### config.mk
export PLATFORM = sky130hd
export DESIGN_NAME = ram_wr_ctrl
export DESIGN_NICKNAME = d
export VERILOG_FILES = /design/src/rtl/ram_wr_ctrl.sv
export SDC_FILE = /design/constraint.sdc
export NUM_CORES = 1
export LEC_CHECK = 0
export CORE_AREA = 2 2 152 80
export DETAILED_ROUTE_END_ITERATION = 8
export DIE_AREA = 0 0 154 82
export GPL_TIMING_DRIVEN = 0
export PLACE_DENSITY = 0.82
export SYNTH_ARGS = -nofsm -noshare
export SYNTH_HDL_FRONTEND = slang
export SYNTH_SLANG_ARGS = --single-unit
### constraint.sdc
create_clock -name clk -period 1.9 [get_ports clk]
set_input_delay 0.19 -clock clk [delete_from_list [all_inputs] [get_ports clk]]
set_output_delay 0.19 -clock clk [all_outputs]
set_load 0.1 [all_outputs]
### src/rtl/ram_wr_ctrl.sv
// Write-side controller for the ADC capture RAM pair (8K parallel-half or 16K MSB-select store).
// Optional trigger arming is enabled with the CAP_WR_TRIG_EN macro (adds the cap_trig port).
module ram_wr_ctrl #(
   parameter int DATA_WIDTH = 32,
   parameter int ADDR_WIDTH = 14
) (
   input  logic                    clk,
   input  logic                    rst_n,
   input  logic                    capture_start,
   input  logic                    capture_stop,
   input  logic                    capture_loop,
   input  logic                    store_mode,
   input  logic [ADDR_WIDTH-1:0]   capture_max_addr,
   input  logic                    adc_vld,
   input  logic [DATA_WIDTH-1:0]   adc_data,
`ifdef CAP_WR_TRIG_EN
   input  logic                    cap_trig,
`endif
   output logic                    capture_busy,
   output logic                    capture_done,
   output logic                    capture_wrap,
   output logic [ADDR_WIDTH-1:0]   capture_last_addr,
   output logic                    ram0_wr_en,
   output logic [ADDR_WIDTH-2:0]   ram0_waddr,
   output logic [DATA_WIDTH/2-1:0] ram0_wdata,
   output logic                    ram1_wr_en,
   output logic [ADDR_WIDTH-2:0]   ram1_waddr,
   output logic [DATA_WIDTH/2-1:0] ram1_wdata
);
   // state     | meaning
   // S_IDLE    | no capture since reset
   // S_ARM     | started, waiting for cap_trig (trigger build only)
   // S_CAPTURE | writing valid samples
   // S_DONE    | capture ended, results held until next start
   localparam int HW = DATA_WIDTH / 2;
   localparam int RW = ADDR_WIDTH - 1;

   typedef enum logic [1:0] {S_IDLE, S_ARM, S_CAPTURE, S_DONE} state_t;

   state_t                state, state_nxt;
   logic [ADDR_WIDTH-1:0] wr_addr;
   logic [ADDR_WIDTH-1:0] max_q;
   logic [ADDR_WIDTH-1:0] eff_max;
   logic                  mode_q;
   logic                  loop_q;
   logic                  final_q;
   logic                  start_ok;
   logic                  trig_ok;
   logic                  wr_issue;
   logic                  at_max;

   always_comb begin
      eff_max  = mode_q ? {1'b0, max_q[RW-1:0]} : max_q;
      at_max   = (wr_addr == eff_max);
      start_ok = capture_start && !capture_stop && (state == S_IDLE || state == S_DONE);
`ifdef CAP_WR_TRIG_EN
      trig_ok  = (state == S_ARM) && cap_trig;
`else
      trig_ok  = 1'b0;
`endif
      // final_q marks that the single-shot last write is already out; no further writes
      wr_issue = adc_vld && !capture_stop &&
                 (((state == S_CAPTURE) && !final_q) || trig_ok);
   end

   always_ff @(posedge clk or negedge rst_n) begin
      if (!rst_n) state <= S_IDLE;
      else        state <= state_nxt;
   end

   always_comb begin
      state_nxt = state;
      case (state)
         S_IDLE, S_DONE: begin
`ifdef CAP_WR_TRIG_EN
            if (start_ok) state_nxt = S_ARM;
`else
            if (start_ok) state_nxt = S_CAPTURE;
`endif
         end
         S_ARM: begin
`ifdef CAP_WR_TRIG_EN
            if (capture_stop)  state_nxt = S_DONE;
            else if (cap_trig) state_nxt = S_CAPTURE;
`else
            state_nxt = S_IDLE;
`endif
         end
         S_CAPTURE: begin
            if (capture_stop || final_q) state_nxt = S_DONE;
         end
         default: state_nxt = S_IDLE;
      endcase
   end

   assign capture_busy = (state == S_ARM) || (state == S_CAPTURE);
   assign capture_done = (state == S_DONE);

   always_ff @(posedge clk or negedge rst_n) begin
      if (!rst_n) begin
         wr_addr           <= '0;
         max_q             <= '0;
         mode_q            <= 1'b0;
         loop_q            <= 1'b0;
         final_q           <= 1'b0;
         capture_wrap      <= 1'b0;
         capture_last_addr <= '0;
         ram0_wr_en        <= 1'b0;
         ram0_waddr        <= '0;
         ram0_wdata        <= '0;
         ram1_wr_en        <= 1'b0;
         ram1_waddr        <= '0;
         ram1_wdata        <= '0;
      end else begin
         ram0_wr_en <= 1'b0;
         ram1_wr_en <= 1'b0;
         if (start_ok) begin
            wr_addr      <= '0;
            final_q      <= 1'b0;
            capture_wrap <= 1'b0;
            max_q        <= capture_max_addr;
            mode_q       <= store_mode;
            loop_q       <= capture_loop;
         end else if (wr_issue) begin
            capture_last_addr <= wr_addr;
            if (at_max) begin
               if (loop_q) begin
                  wr_addr      <= '0;
                  capture_wrap <= 1'b1;
               end else begin
                  final_q <= 1'b1;
               end
            end else begin
               wr_addr <= wr_addr + 1'b1;
            end
            if (mode_q) begin
               ram0_wr_en <= 1'b1;
               ram0_waddr <= wr_addr[RW-1:0];
               ram0_wdata <= adc_data[HW-1:0];
               ram1_wr_en <= 1'b1;
               ram1_waddr <= wr_addr[RW-1:0];
               ram1_wdata <= adc_data[DATA_WIDTH-1:HW];
            end else if (wr_addr[ADDR_WIDTH-1]) begin
               ram1_wr_en <= 1'b1;
               ram1_waddr <= wr_addr[RW-1:0];
               ram1_wdata <= adc_data[HW-1:0];
            end else begin
               ram0_wr_en <= 1'b1;
               ram0_waddr <= wr_addr[RW-1:0];
               ram0_wdata <= adc_data[HW-1:0];
            end
         end
      end
   end
endmodule
# Yosys cells after proc, flatten, opt, wreduce, memory -nomap -nowiden
# Cells that the tools add are included.
# totals
elab_cells	80
register_bits	108
output_inout_bits	77
# op_classes
bitwise	1
mux	32
n_eq_ne	9
n_reduce_logical	23
n_addsub	1
# ops
cell	n
2-to-1 mux 14 bit	5
2-to-1 mux 16 bit	4
2-to-1 mux 13 bit	4
2-to-1 mux 1 bit	16
adder 14 x 1 -> 14 bit (second input constant)	1
== test 14 bit	1
AND reduction 3 bit	4
nonzero test 2 bit	4
!= test 2 x 1 -> 1 bit (second input constant)	3
one-hot mux 2 bit (3 select lines)	1
AND reduction 2 bit	3
logical AND 1 bit	5
== test 2 bit (second input constant)	2
2-to-1 mux 2 bit	2
logical OR 1 bit	3
!= test 3 bit (second input constant)	1
== test 2 x 1 -> 1 bit (second input constant)	1
logical NOT 1 bit	2
logical NOT 2 bit	1
!= test 2 bit (second input constant)	1
OR reduction 2 bit	1
NOT 1 bit	1

# Logic depth before layout (Yosys ltp)
# Gate-level depths: netlist of the first run.
# logic_depth
ltp_word	5
depth_mapped	10
ltp_nobuf	8

# Worst setup path after synthesis of the first run
# No wires, ideal clock.
# synth_timing
path_type	reg-to-reg
start	reg state[0]
end	reg ram1_waddr[10]
setup_ns	0.125
t_arrival_ns	2.588
stages_incl_launch_ff	10
path_slack_ns	-0.813
required_time_ns	1.775
period_less_slack_ns	2.713
path_cell_list	dfrtp_1 -> inv_1 -> ha_1 -> inv_1 -> or2_1 -> buf_4 -> nand3_4 -> nor2_4 -> buf_4 -> mux2_2
# synth_via
elab_chain_cells	5
elab_cells_between_ends	9
classes_between	2 x eq/ne; 1 x bitwise; 6 x reduce/logical
# synth_lines
element	line_no	source
start: declaration	40	state_t state, state_nxt;
start signal: assignment	68	else state <= state_nxt;
== test 2 bit or logical NOT 2 bit (tied branches)	55	start_ok = capture_start && !capture_stop && (state == S_IDLE || state == S_DONE);
logical OR 1 bit	55	
logical AND 1 bit	55	
NOT 1 bit (no source line)	--	
AND reduction 3 bit (no source line) (*)	--	
end signal: assignment	141	ram1_waddr <= wr_addr[RW-1:0];
end signal: assignment	145	ram1_waddr <= wr_addr[RW-1:0];
end: declaration	27	output logic [ADDR_WIDTH-2:0] ram1_waddr,
# Every way passes the cells marked *; elsewhere a longest branch is shown, timed or not.
# A chain may end at the register's enable or synchronous reset.

# Final worst setup path of the first run
# layout_timing
start	reg state[1]
end	reg ram1_waddr[9]
# Same word-level chain as after synthesis.

==> results.yml, run 1 <==
place:
  placed_cells: 682
  gp_congestion: 0.8199
  port_buffers: 129
  hpwl_um: 9368
global_routing:
  antenna_found_initial: 0
  grt_usage: 0.2447
  grt_pass1_vias: 4261
  grt_max_degree: 72
  grt_pass1_wl_um: 23170
  grt-ovfl-total: 0
timing:
  tightest_slew_ns: 1.023
  finalMaxSlewViolations: 0
  period_share: 1.071
  rsz0062_at_grt: "true"
  slew_headroom: 0.3208
  finalCriticalPeriod_ns: 2.035
  skew_ns: 0.008297
  holdWs_ns: 0.3481
  hold_viol: 0
  finalSetupViolCount: 73
  fmax_ghz: 0.4913
  setup_slack_ns: -0.1354
critical_path:
  slowest_stage: "dfrtp_2"
  crit_required_ns: 2.14
  crit_arrival_ns: 2.28
  cp_cell_sequence: "ha_4 -> clkinvlp_4 -> or2_4 -> nand3_4 -> buf_12 -> nor2_4 -> buf_12 -> clkbuf_16 -> mux2_4"
  start_kind: "flip-flop"
  end_kind: "flip-flop"
  cp_max_fo: 5
  cpPeakStageDelay_ns: 0.43
  crit_top_cell: "buf_12"
  path_class: "flip-flop to flip-flop"
drt:
  ant_nets: 0
  vias: 4097
  drc: 0
  drtIter0Drc: 309
  totalWireLength_um: 16390
  wl_per_cell_um: 21.71
  via_per_inst: 5.426
  dr.pass1.iters: 5
die:
  rows: 28
  start_util: 0.4245
  die_h_um: 82
  coreArea_um2: 11390
  die_w_um: 154
  die_area_um2: 12630
  num_io_pins: 130
final_layout:
  drive_above_1_share: 0.3818
  antenna_cells: 0
  syn2layout_area_growth_pct: 63.47
  stdcell_count: 755
  final_util: 0.6940
  nNetsFinal: 658
logic_synthesis:
  yosys_warnings: 0
  synthCells: 402
  yosys.area.top_type: "dfrtp_1"
  ys_seq_elements: 108
  synth_xor_xnor_area_share: 0.02537
  ys.flop_type: "dfrtp_1"
  seq_area_frac_synth: 0.5592
  yosys.area_share.adder: 0.01294
  async_reset_ff_frac: 1.000
  syn_area_um2: 4833
  synth_edf_count: 0
  synth_compound_area_frac: 0.06342
  synth_nets: 460
  ys_types: 43
  synth.area.mux_share: 0.1680
  yosys.area_share.simple: 0.1271
  synth_area_leaders: "dfrtp_1 56%, mux2_2 13%, nand2_1 4.0%"
  avgSynthCellArea_um2: 12.02
  synth_top_family_by_area: "multiplexers"
  yosysTopAreaCellShare: 0.5592
cts:
  insertion_delay_ns: 0.36
  clock-sinks: 108
  cts_buffers: 9
  path_clk_slew_ns: 0.08
  htreeDepth: 3
  cts_tree: "built"
  cts_root_buf: "clkbuf_16"
  cts_max_path_buffers: 2
worst_hold_path:
  hp-class: "input port to async pin"
run:
  drv_cap: 0
outcome:
  run_status: "finished with violations"
  violations: "setup timing"
[final timing paths]
path,startpoint,end,slack [ns],depth (start not counted)
max in group asynchronous,rst_n,state[1],0.79,3
min in group clk,capture_max_addr[8],max_q[8],0.36,3
worst min-delay path,rst_n,capture_last_addr[1],0.35,2
worst min register to register,max_q[1],max_q[1],0.50,2
worst max register to register,state[1],ram1_waddr[9],-0.14,9
worst max-delay path,state[1],ram1_waddr[9],-0.14,9
[synth_stat cells (2+ instances only)]
cell type and n:
dfrtp_1 108, mux2_2 55, nand2_1 51, a21oi_1 27, nor2_1 24, mux2i_1 17, buf_2 11, nor3_1 9
xnor2_1 9, buf_6 8, a21o_1 6, inv_1 6, o21ai_0 6, ha_1 5, xor2_1 5, a221o_1 4
and2_1 4, buf_4 4, clkbuf_1 4, nand3_1 4, a22o_1 3, a31o_1 2, and3_1 2, and3b_1 2
mux2_1 2, nand4_1 2, nor2_2 2, nor2b_1 2, nor4_1 2, nor4_2 2, or4_1 2
[worst max-delay path: cells and delay by family, from the launching register on]
family,cells,cell delay (ns)
adder cells (fa/ha/maj),1,0.28
buffers and inverters,4,0.52
flip-flops,1,0.43
multiplexers,1,0.29
AND/OR/NAND/NOR,3,0.40
[area by class of cell]
class                           count  area [um2]
Buffer                             21       264.0
Clock buffer                        9       225.2
Clock inverter                      7       92.59
Fill cell                         772        3485
Inverter                            6       26.28
Multi-Input combinational cell    261        2464
Sequential cell                   108        2710
Tap cell                          150       187.7
Timing Repair Buffer              193        1932
[through the flow]
step	worst slack (ns)	setup TNS, ns	instance area [um2]
after CTS	-0.1498	-6.391	7496
after global placement	-3.234	-374.99	6387
final	-0.1354	-5.867	7901
after detailed placement	-0.5569	-30.65	6412
after floorplan	-0.6381	-45.55	4908
after global routing	-0.1826	-9.902	7901
[what timing repair did]
action,in CTS,in global routing
gates cloned,5,5
resized for setup,203,58
hold buffers,1,0
setup endpoints to repair,175,101
setup buffers,36,21
pin swaps,16,13
hold endpoints to repair,37,0
[metal layers]
layer,global-route usage,share of wire
met1,0.3258,0.44
met2,0.3807,0.46
met3,0.07968,0.075
met4,0.08598,0.020
met5,0,0
[placed cells by master (no fill, tap or decap), types with 7 or more instances in the layout]
master / count
dfrtp_1: 102
a21oi_1: 9
buf_4: 39
clkdlybuf4s50_1: 51
nor2_1: 7
nor2_4: 18
a21oi_2: 17
mux2i_1: 16
mux2_4: 54
buf_6: 18
nand2_1: 50
dlygate4sd2_1: 75
buf_12: 15
clkbuf_16: 14
[kinds of logic (layout without fill, tap and decap cells)]
family                     count (synthesis)  count (layout)
xor gates and xnor gates                  14              14
muxes                                     74              74
adders and majority gates                  5               5
buffers and inverters                     33             236
and+or+nand+nor                          119             119
AOI/OAI and AO/OA                         49              49
DFF                                      108             108
[state kept, by name, summed over array words and instances, names as in the netlist, 2 cells and up]
register           flops
ram1_wdata            16
max_q                 14
ram0_wdata            16
capture_last_addr     14
wr_addr               14
state                  2
ram0_waddr            13
ram1_waddr            13
Power of run 1 is left out: the tool's default activity adds up to more than one toggle a clock period on the data nets, which glitch-free logic cannot reach.
==> run 2, diff against run 1 <==
==> config.mk (replaced) <==
export PLATFORM = sky130hd
export DESIGN_NAME = ram_wr_ctrl
export DESIGN_NICKNAME = d
export VERILOG_FILES = /design/src/rtl/ram_wr_ctrl.sv
export SDC_FILE = /design/constraint.sdc
export NUM_CORES = 1
export LEC_CHECK = 0
export CORE_AREA = 2 2 170 89
export DETAILED_ROUTE_END_ITERATION = 8
export DIE_AREA = 0 0 172 91
export GPL_TIMING_DRIVEN = 0
export PLACE_DENSITY = 0.69
export SYNTH_ARGS = -nofsm -noshare
export SYNTH_HDL_FRONTEND = slang
export SYNTH_SLANG_ARGS = --single-unit
==> run 2 against run 1 <==
Net effect: the run still ends with setup timing left; first-iteration DRC count fell by 21%; utilization decreased by 17 points; sequential cell count unchanged; fmax grew 1.9%; clock skew down 0.00086 ns; global-route usage shrank 6.8 points; highest routed layer unchanged.
==> results.yml, run 2 (synthesis results as in run 1) <==
timing:
  hold_viol: 0
  finalCriticalPeriod_ns: 1.998
  tightest_slew_ns: 1.018
  setup_slack_ns: -0.09769
  period_share: 1.051
  fmax_ghz: 0.5006
  slew_headroom: 0.3238
  finalMaxSlewViolations: 0
  rsz0062_at_grt: "true"
  skew_ns: 0.007437
  finalSetupViolCount: 53
global_routing:
  grt-ovfl-total: 0
  grt_max_degree: 67
  grt_pass1_vias: 3810
  grt_pass1_wl_um: 21020
  antenna_found_initial: 0
  grt_usage: 0.1767
critical_path:
  cpPeakStageDelay_ns: 0.40
  critPathBufInv: 4
  cp_max_fo: 5
  reg2reg_from: "state[0]"
  slowest_stage: "dfrtp_1"
  r2r_end: "ram0_wdata[9]"
  crit_family: "buffers and inverters"
  reg2regPathDepth: 9
  end_kind: "flip-flop"
  path_class: "flip-flop to flip-flop"
  crit_arrival_ns: 2.23
  start_kind: "flip-flop"
  crit_required_ns: 2.13
  r2r_slack_ns: -0.1
  cp_cell_sequence: "inv_2 -> ha_4 -> nor3b_4 -> buf_4 -> nand3_4 -> a21o_4 -> buf_12 -> buf_8 -> mux2_4"
cts:
  cts_root_buf: "clkbuf_16"
  clock-sinks: 108
  htreeDepth: 3
  cts_buffers: 9
  cts_tree: "built"
  insertion_delay_ns: 0.35
  cts_max_path_buffers: 2
  path_clk_slew_ns: 0.07
final_layout:
  syn2layout_area_growth_pct: 53.27
  antenna_cells: 0
  layout_commonest_cell: "dfrtp_1"
  final_cell_mix: "105 x dfrtp_1, 75 x dlygate4sd2_1, 51 x nand2_1, 51 x clkdlybuf4s50_1, 30 x mux2_4"
  drive_above_1_share: 0.3287
  reg_top3: "ram0_wdata (16), ram1_wdata (16)"
  final_area_um2: 7408
  nNetsFinal: 634
worst_hold_path:
  hold_start: "capture_max_addr[2]"
  holdPathStages: 3
  hp-class: "input port to flip-flop"
  whs_endpoint: "max_q[2]"
drt:
  via_per_inst: 4.809
  totalWireLength_um: 13890
  vias: 3746
  drc: 0
  drtIter0Drc: 244
  wl_per_cell_um: 17.83
  dr.pass1.iters: 4
  ant_nets: 0
die:
  coreArea_um2: 14120
  die_w_um: 172
  start_util: 0.3423
  rows: 31
  num_io_pins: 130
  die_area_um2: 15650
  die_h_um: 91
outcome:
  run_status: "finished with violations"
  violations: "setup timing"
place:
  hpwl_um: 9371
  gp_congestion: 0.7882
  port_buffers: 129
  place_ws_ns: -0.5394
  post_dp_cell_area_um2: 6472
run:
  drv_cap: 0
[run 2: cell count changes in the layout (fill, tap and decap cells not counted), sizes merged]
cell and change:
buf -21, clkbuf -2, clkinv -1, clkinvlp +2, inv -2
[run 2: per-stage QoR]
step / utilization / cells / TNS, ns / hold slack (ns)
floorplan: - / 402 / -45.55 / -0.1056
global placement: 0.4567 / 729 / -395.72 / 0.4754
detailed placement: 0.4584 / 730 / -32.39 / 0.2355
CTS: 0.5069 / 766 / -9.369 / 0.3696
global route: 0.5247 / 779 / -9.525 / 0.3869
finish: 0.5247 / 779 / -3.182 / 0.3801
[run 2: area by class of cell]
type	count	area, um2
buffer	26	287.8
clock buffer	10	239.0
clock inverter	6	70.07
fill	1254	6710
inverter	6	26.28
multi-input combinational	261	2216
sequential	108	2706
tap	198	247.7
timing repair buffer	164	1615
[run 2: metal layers]
metal | global-route usage | vias up | wire length (um)
met2 | 0.2510 | 113 | 5923
met4 | 0.03571 | 0 | 114
met3 | 0.05057 | 11 | 1066
met5 | 0 | - | 0
met1 | 0.2667 | 1885 | 6787
li1 | - | 1737 | -
[run 2: timing repair]
item / 4_1_cts / 5_1_grt
pin swaps: 7 / 14
hold endpoints to repair: 42 / 0
hold buffers: 1 / 0
gates resized for setup: 148 / 38
buffers inserted: 16 / 12
cloned: 3 / 2
setup endpoints to repair: 179 / 97
[run 2: how the worst max path moves through the flow]
| stage | start | to | slack (ns) | cells past startpoint |
|---|---|---|---|---|
| after floorplan | state[1] | ram0_waddr[0] | -0.64 | 8 |
| after global placement | rst_n | capture_last_addr[10] | -3.39 | 1 |
| after detailed placement | capture_stop | ram1_waddr[9] | -0.54 | 8 |
| after CTS | state[1] | ram0_wdata[9] | -0.20 | 9 |
| after global routing | state[0] | ram0_wdata[9] | -0.17 | 9 |
| final | state[0] | ram0_wdata[9] | -0.1 | 9 |
[run 2: tightest hold or removal path: stages]
cell and delay [ns]:
clkdlybuf4s50_1 0.40, nand2_1 0.06, nand2_1 0.04
Power of run 2 is left out for the same reason.
==> run 3, diff against run 2 <==
==> config.mk (replaced) <==
export PLATFORM = sky130hd
export DESIGN_NAME = ram_wr_ctrl
export DESIGN_NICKNAME = d
export VERILOG_FILES = /design/src/rtl/ram_wr_ctrl.sv
export SDC_FILE = /design/constraint.sdc
export NUM_CORES = 1
export LEC_CHECK = 0
export CELL_PAD_IN_SITES_DETAIL_PLACEMENT = 1
export CELL_PAD_IN_SITES_GLOBAL_PLACEMENT = 2
export CORE_AREA = 2 2 189 98
export DETAILED_ROUTE_END_ITERATION = 8
export DIE_AREA = 0 0 191 100
export GPL_TIMING_DRIVEN = 0
export PLACE_DENSITY = 0.82
export SYNTH_ARGS = -nofsm -noshare
export SYNTH_HDL_FRONTEND = slang
export SYNTH_SLANG_ARGS = --single-unit
==> run 3 against run 2 <==
Net effect: utilization shrank 8.8 points; hold slack lost 0.031 ns; fmax shrank 5.3%; sequential cell count is the same; the flow still finishes with violations (setup timing); die area grew 22%; global-route usage shrank 0.56 points.
==> results.yml, run 3 (synthesis results as in run 1) <==
final_layout:
  multi_input_area_um2: 2405
  fillers: 1886
  layout_commonest_cell: "dfrtp_1"
  final_area_um2: 7741
  antenna_cells: 0
  seq_area_um2: 2709
  drive_above_1_share: 0.3595
  stdcell_count: 827
  reg_top3: "ram0_wdata (16), ram1_wdata (16)"
  syn2layout_area_growth_pct: 60.16
  final_cell_mix: "103 x dfrtp_1, 75 x dlygate4sd2_1, 57 x mux2_4"
  final_util: 0.4365
  nNetsFinal: 640
timing:
  setup_slack_ns: -0.2085
  fmax_ghz: 0.4743
  skew_ns: 0.006914
  finalCriticalPeriod_ns: 2.108
  tightest_slew_ns: 1.031
  finalSetupViolCount: 88
  rsz0062_at_grt: "true"
  period_share: 1.110
  slew_headroom: 0.3156
  finalMaxSlewViolations: 0
  holdWs_ns: 0.3494
  hold_viol: 0
cts:
  htreeDepth: 3
  insertion_delay_ns: 0.35
  path_clk_slew_ns: 0.07
  clock-sinks: 108
  cts_root_buf: "clkbuf_16"
  cts_tree: "built"
  cts_buffers: 9
  cts_max_path_buffers: 2
drt:
  vias: 3851
  totalWireLength_um: 16380
  via_per_inst: 4.657
  drtIter0Drc: 160
  ant_nets: 0
  drc: 0
  wl_per_cell_um: 19.81
  dr.pass1.iters: 4
critical_path:
  reg2regPathDepth: 8
  crit_family: "flip-flops"
  cp.depth: 8
  slowest_stage: "dfrtp_2"
  path_class: "flip-flop to flip-flop"
  end_kind: "flip-flop"
  cpPeakStageDelay_ns: 0.43
  cp_max_fo: 10
  crit_arrival_ns: 2.34
  start_kind: "flip-flop"
  critPathBufInv: 3
  crit_required_ns: 2.14
  cp_cell_sequence: "ha_4 -> clkinvlp_4 -> or2_1 -> buf_6 -> nand3_4 -> a21o_4 -> buf_12 -> mux2_4"
die:
  num_io_pins: 130
  die_h_um: 100
  die_area_um2: 19100
  coreArea_um2: 17740
  start_util: 0.2725
  rows: 35
  die_w_um: 191
outcome:
  violations: "setup timing"
  run_status: "finished with violations"
global_routing:
  grt_pass1_wl_um: 24360
  grt_max_degree: 71
  antenna_found_initial: 0
  grt_usage: 0.1712
  grt_pass1_vias: 4151
  grt-ovfl-total: 0
place:
  placed_cells: 772
  hpwl_um: 10640
  port_buffers: 129
  gp_congestion: 0.8052
  post_dp_cell_area_um2: 6525
worst_hold_path:
  hp-class: "input port to async pin"
run:
  drv_cap: 0
run 3: cell type report:
type                       count  share of cell area
buffer                        26             0.03895
clock buffer                  13             0.03362
clock inverter                 3            0.005819
inverter                       6            0.003394
multi-input combinational    261              0.3107
sequential                   108              0.3499
tap                          240             0.03879
timing repair buffer         170              0.2188
run 3: final timing paths:
| check | startpoint | to | slack [ns] |
|---|---|---|---|
| min in group clk | capture_max_addr[0] | max_q[0] | 0.37 |
| hold / removal | rst_n | ram1_waddr[1] | 0.35 |
| setup / recovery | state[1] | ram0_waddr[11] | -0.21 |
| setup reg to reg | state[1] | ram0_waddr[11] | -0.21 |
| hold reg to reg | capture_last_addr[8] | capture_last_addr[8] | 0.51 |
| max in group asynchronous | rst_n | wr_addr[9] | 0.76 |
run 3: timing repair:
action,in CTS,in global routing
hold buffers,1,0
endpoints found under the setup margin,179,105
pin swaps,21,9
resized for setup,196,46
setup buffers,33,2
hold endpoints to repair,38,0
gates cloned,2,3
run 3: per-layer routing:
| layer | global-route usage | up-vias | part of all wire |
|---|---|---|---|
| met5 | 0 | - | 0 |
| met4 | 0.03518 | 0 | 0.0082 |
| met3 | 0.05350 | 13 | 0.055 |
| met2 | 0.2444 | 94 | 0.42 |
| met1 | 0.2527 | 1985 | 0.52 |
| li1 | - | 1759 | - |
run 3: metrics by stage:
stage               setup slack (ns)  setup TNS (ns)
floorplan                    -0.6381          -45.55
global placement              -3.481         -411.73
detailed placement           -0.6387          -40.92
CTS                          -0.1842          -10.11
global route                 -0.2813          -19.36
finish                       -0.2085          -12.49
Power of run 3 is left out for the same reason.
